`src/rtl/therm_pkg.sv`:
```
// Shared types and constants for the thermometer word generator.
// Holds the FSM state enum, default sizes and the count-width helper.
package therm_pkg;

    typedef enum logic [1:0] {
        IDLE  = 2'd0,
        BUILD = 2'd1,
        HOLD  = 2'd2
    } state_t;

    localparam int WIDTH_DEF     = 16;
    localparam int NUM_WORDS_DEF = 9;

    function automatic int cnt_width(input int w);
        return $clog2(w + 1);
    endfunction

endpackage

```
`src/rtl/therm_shifter.sv`:
```
// Thermometer shift register plus remaining-ones down-counter.
// Ports: clk, rst, load/load_count (clear + arm), shift, shreg, done.
module therm_shifter #(
    parameter int WIDTH = 16,
    parameter int CNT_W = 5
) (
    input  logic             clk,
    input  logic             rst,
    input  logic             load,
    input  logic [CNT_W-1:0] load_count,
    input  logic             shift,
    output logic [WIDTH-1:0] shreg,
    output logic             done
);

    logic [CNT_W-1:0] remaining;

    always_ff @(posedge clk or posedge rst) begin
        if (rst) begin
            shreg     <= '0;
            remaining <= '0;
        end else if (load) begin
            shreg     <= '0;
            remaining <= load_count;
        end else if (shift && remaining != '0) begin
            shreg     <= {shreg[WIDTH-2:0], 1'b1};
            remaining <= remaining - CNT_W'(1);
        end
    end

    // High when the shift taken at the next edge is the final one,
    // so the FSM can enter HOLD on that same edge.
    assign done = (remaining == CNT_W'(1));

endmodule

```
`src/rtl/therm_word_gen.sv`:
```
// Sequential thermometer word generator with framed valid/ready output.
// Ports: clk, rst, in_count/in_valid/in_ready, frame_clr,
//        out_data/out_valid/out_ready, out_last, out_sat.
module therm_word_gen
    import therm_pkg::*;
#(
    parameter int WIDTH     = WIDTH_DEF,
    parameter int NUM_WORDS = NUM_WORDS_DEF,
    parameter int CNT_W     = cnt_width(WIDTH)
) (
    input  logic             clk,
    input  logic             rst,
    input  logic [CNT_W-1:0] in_count,
    input  logic             in_valid,
    output logic             in_ready,
    input  logic             frame_clr,
    output logic [WIDTH-1:0] out_data,
    output logic             out_valid,
    input  logic             out_ready,
    output logic             out_last,
    output logic             out_sat
);

    localparam int IDX_W = (NUM_WORDS > 1) ? $clog2(NUM_WORDS) : 1;
    localparam logic [IDX_W-1:0] LAST_IDX = IDX_W'(NUM_WORDS - 1);
    localparam logic [CNT_W-1:0] CNT_MAX  = CNT_W'(WIDTH);

    state_t           state;
    state_t           state_nxt;
    logic             sat_q;
    logic [IDX_W-1:0] word_idx;
    logic             accept;
    logic             over;
    logic [CNT_W-1:0] n_clamp;
    logic [WIDTH-1:0] shreg;
    logic             shift_done;

    assign accept  = (state == IDLE) && in_valid;
    assign over    = (in_count > CNT_MAX);
    assign n_clamp = over ? CNT_MAX : in_count;

    therm_shifter #(
        .WIDTH (WIDTH),
        .CNT_W (CNT_W)
    ) u_shifter (
        .clk        (clk),
        .rst        (rst),
        .load       (accept),
        .load_count (n_clamp),
        .shift      (state == BUILD),
        .shreg      (shreg),
        .done       (shift_done)
    );

    always_ff @(posedge clk or posedge rst) begin
        if (rst) state <= IDLE;
        else     state <= state_nxt;
    end

    always_comb begin
        state_nxt = state;
        unique case (state)
            IDLE: begin
                if (in_valid)
                    state_nxt = (n_clamp == '0) ? HOLD : BUILD;
            end
            BUILD: begin
                if (shift_done) state_nxt = HOLD;
            end
            HOLD: begin
                if (out_ready) state_nxt = IDLE;
            end
            default: state_nxt = IDLE;
        endcase
    end

    always_comb begin
        in_ready  = (state == IDLE);
        out_valid = (state == HOLD);
        out_data  = (state == HOLD) ? shreg : '0;
        out_sat   = (state == HOLD) && sat_q;
        out_last  = (state == HOLD) && (word_idx == LAST_IDX);
    end

    // frame_clr takes priority over the handshake increment.
    always_ff @(posedge clk or posedge rst) begin
        if (rst) begin
            sat_q    <= 1'b0;
            word_idx <= '0;
        end else begin
            if (accept) sat_q <= over;
            if (frame_clr)
                word_idx <= '0;
            else if (state == HOLD && out_ready)
                word_idx <= (word_idx == LAST_IDX) ? '0
                                                   : word_idx + IDX_W'(1);
        end
    end

endmodule

```
`config.mk`:
```
export PLATFORM = sky130hd
export DESIGN_NAME = therm_word_gen
export DESIGN_NICKNAME = d
export VERILOG_FILES = /design/src/rtl/therm_pkg.sv /design/src/rtl/therm_shifter.sv /design/src/rtl/therm_word_gen.sv
export SDC_FILE = /design/constraint.sdc
export NUM_CORES = 1
export LEC_CHECK = 0
export BUFFER_PORTS_ARGS = -buffer_cell sky130_fd_sc_hd__buf_2
export CAP_MARGIN = 10
export CORE_ASPECT_RATIO = 1.4
export CORE_UTILIZATION = 31
export DETAILED_ROUTE_END_ITERATION = 8
export RECOVER_POWER = 50
export SLEW_MARGIN = 10
export SYNTH_ARGS = -nofsm -noshare
export SYNTH_HDL_FRONTEND = slang
export SYNTH_HIERARCHICAL = 1
export SYNTH_SLANG_ARGS = --single-unit
```
`constraint.sdc`:
```
create_clock -name clk -period 3 [get_ports clk]
set_input_delay 0.15 -clock clk [delete_from_list [all_inputs] [get_ports clk]]
set_output_delay 0.15 -clock clk [all_outputs]
set_load 0.03 [all_outputs]
```
==> summary.txt <==
Synth
  • Syn_area_per_cell: 10.1 um2
  • Unique cell type count in the Yosys netlist: 41
  • Mapped Nets: 175
  • Yosys reg bits: 28
  • Async SR Flop Fraction: 100%
  • Main synth FF type: dfrtp_1
  • Post-Syn Area: 1620 um2
  • Synth area leader: dfrtp_1
  • Seq/Total Area, Yosys: 43.2%
  • Synthesized instance count: 161
  • Synth area leaders: dfrtp_1, mux2i_1, and2_1
  • Number of enable flip-flop cells after synthesis: 0
  • Share of the synthesized area in the top cell type: 43.2%
  • YS warnings: 6

CTS
  • Sink Count: 28
  • TritonCTS clock tree: done
  • Maximum clock path buffer count: 2
  • Cts repair resizes: 0
  • Cts bufs inserted: 3
  • CTS H-tree depth: 1
  • Clock Latency Late Sink: 0.27 ns
  • Clock Pin Slew Worst Setup and Hold Paths: 0.09 ns
  • CTS root buf: clkbuf_8

Die
  • I/O pin count: 30
  • Chip Width: 63.2 um
  • Die ar.: 5530 um2
  • Initial Util: 32.8%
  • Core Area: 4950 um2
  • Row count: 30
  • Die H: 87.6 um

Pwr
  • Pwr Total: 1550 uW
  • Power density over cell area: 833 nW/um2
  • Peak supply drop: 0.271 mV
  • Leak: 0.000883 uW

Route
  • First-pass DRT Iterations: 4
  • ANT nets after route: 0
  • DRC viols: 0
  • Via density: 4.72
  • Drt total wl: 2.98 mm
  • Wire per inst: 11.9 um
  • Starting DRC count in detailed routing: 13
  • Routed via count: 1185

Cells and area
  • FILL cells: 519
  • Seq. cell area: 701 um2
  • Multi-input logic area: 812 um2
  • # diodes: 0
  • Layout cells sized above 1: 18.7%
  • Nets: 202
  • Layout area overhead: 14.5%
  • Final Util: 37.5%
  • Post-route cell area: 1860 um2

STA
  • TNS Setup: 0 ns
  • Slew margin rel.: 45.4%
  • Worst Clk Skew: 0.00791 ns
  • RSZ-0062 raised after global routing: false
  • Fmax: 478 MHz
  • Fin crit period: 2.09 ns
  • Crit share post-route: 69.8%
  • Setup violators final: 0
  • Slew Viols, Final: 0
  • Fin. Hold Viols: 0
  • Worst Max-Slew Pin Slew: 0.818 ns
  • Final worst slack: 0.906 ns

Hold path
  • Hold crit path type: primary input to register

GRT
  • Overflow after GRT: 0
  • First-pass GRT wire length: 5.15 mm
  • Largest net degree at the start of global routing: 32
  • Antenna violations before repair: 0
  • Number of global-route vias before repair: 1152
  • Total Routing Usage GR: 11.9%

Worst setup path
  • Max FO, Critical Path: 19
  • Critical Path Source Type: register
  • CP Capture Type: primary output
  • Setup CP Type: register to primary output
  • CP required: 2.85 ns
  • Data arrival, critical path: 1.94 ns

Placement
  • Port Buf Inserts: 29
  • Dpl ws: 0.935 ns
  • Placer congestion estimate: 0.755
  • Post-DP Area: 1800 um2
  • HPWL Detailed: 2.18 mm

Run status
  • Status: finished, final reports clean

Run
  • Max-cap violations: 0
-- critical path, cell delays in order (launching register included) --
cell and delay [ns]:
dfrtp_1 0.39, nor2b_1 0.23, clkbuf_1 0.53, and2_1 0.21, clkbuf_1 0.30
-- worst paths after layout --
| path | startpoint | end | slack [ns] | cells past startpoint |
|---|---|---|---|---|
| worst max-delay path | state[1] | out_data[1] | 0.91 | 4 |
| worst min-delay path | frame_clr | word_idx[1] | 0.09 | 2 |
| worst max register to register | state[0] | u_shifter/remaining[3] | 0.95 | 4 |
| worst min register to register | sat_q | sat_q | 0.50 | 1 |
| max in group asynchronous | rst | u_shifter/remaining[4] | 1.93 | 3 |
| min in group asynchronous | rst | word_idx[1] | 0.34 | 3 |
-- cells in the mapped netlist (2+ instances only) --
library cell and number:
ha_1 4, a21oi_1 6, nor2b_1 9, mux2i_1 15
o21ai_1 2, nand2_1 7, nor3b_1 2, or4b_1 2
and2_1 17, inv_1 11, o21ai_0 2, or3_1 2
clkbuf_1 6, dfrtp_1 28, nor2_1 4, nand2b_1 16
o31ai_1 2, nand3_1 3
-- registers in the layout, summed over array words and instances (netlist names) --
| register | count |
|---|---|
| word_idx | 4 |
| u_shifter/remaining | 5 |
| state | 2 |
| sat_q | 1 |
| u_shifter/shreg | 16 |
-- area by class of cell --
class                   count  area share, %
clock buffers               3           2.22
flip-flops and latches     28           37.7
multi-input cells         113           43.7
clock inverters             1           1.62
inverters                  11           2.22
repair buffers             31           8.22
well taps                  64           4.31
-- cells in the final DEF (no fill, tap or decap), types with 2 or more instances in the layout --
cell / synthesis / final
mux2i_1: 15 / 15
nand2_1: 7 / 7
nor3b_1: 2 / 2
nand2b_1: 16 / 16
clkbuf_8: 0 / 3
ha_1: 4 / 4
or4b_1: 2 / 2
o31ai_1: 2 / 2
inv_1: 11 / 11
or3_1: 2 / 2
buf_2: 0 / 24
dfrtp_1: 28 / 28
and2_1: 17 / 17
nand3b_1: 1 / 2
a21oi_1: 6 / 6
nor2_1: 4 / 4
nor2b_1: 9 / 9
o21ai_1: 2 / 2
o21ai_0: 2 / 2
nand3_1: 3 / 3
clkbuf_1: 6 / 6
-- kinds of logic after synthesis --
kind of cell	count (synthesis)	synth area share, %
and+or+nand+nor	72	28.8
adders and majority gates	4	3.08
muxes	15	9.25
DFF	28	43.2
AOI/OAI and AO/OA	22	9.64
buffers and inverters	20	6.01
-- routing by layer --
| metal | track usage [%] | wire [um] | share of wire, % |
|---|---|---|---|
| met1 | 14.3 | 1310 | 44 |
| met5 | 0 | 0 | 0 |
| met4 | 5.71 | 0 | 0 |
| met2 | 20.8 | 1620 | 54 |
| met3 | 1.56 | 50 | 1.7 |
-- power breakdown --
group | switching, uW | internal, uW | total, uW
combinational | 343 | 293 | 636
clock | 118 | 179 | 296
sequential | 97.7 | 517 | 615
total | 559 | 988 | 1550
-- what timing repair did --
| item | in CTS | in global routing |
|---|---|---|
| hold buffers | 1 | 0 |
| buffers inserted | 0 | 0 |
| endpoints found under the hold margin | 7 | 0 |
-- metrics by stage --
stage	hold slack [ns]	std cells
final	0.0869	251
after CTS	0.0790	251
after global placement	0.112	246
after floorplan	-0.0466	161
after detailed placement	0.112	246
after global routing	0.101	251
Note: power is estimated with default switching activity, not from simulation.
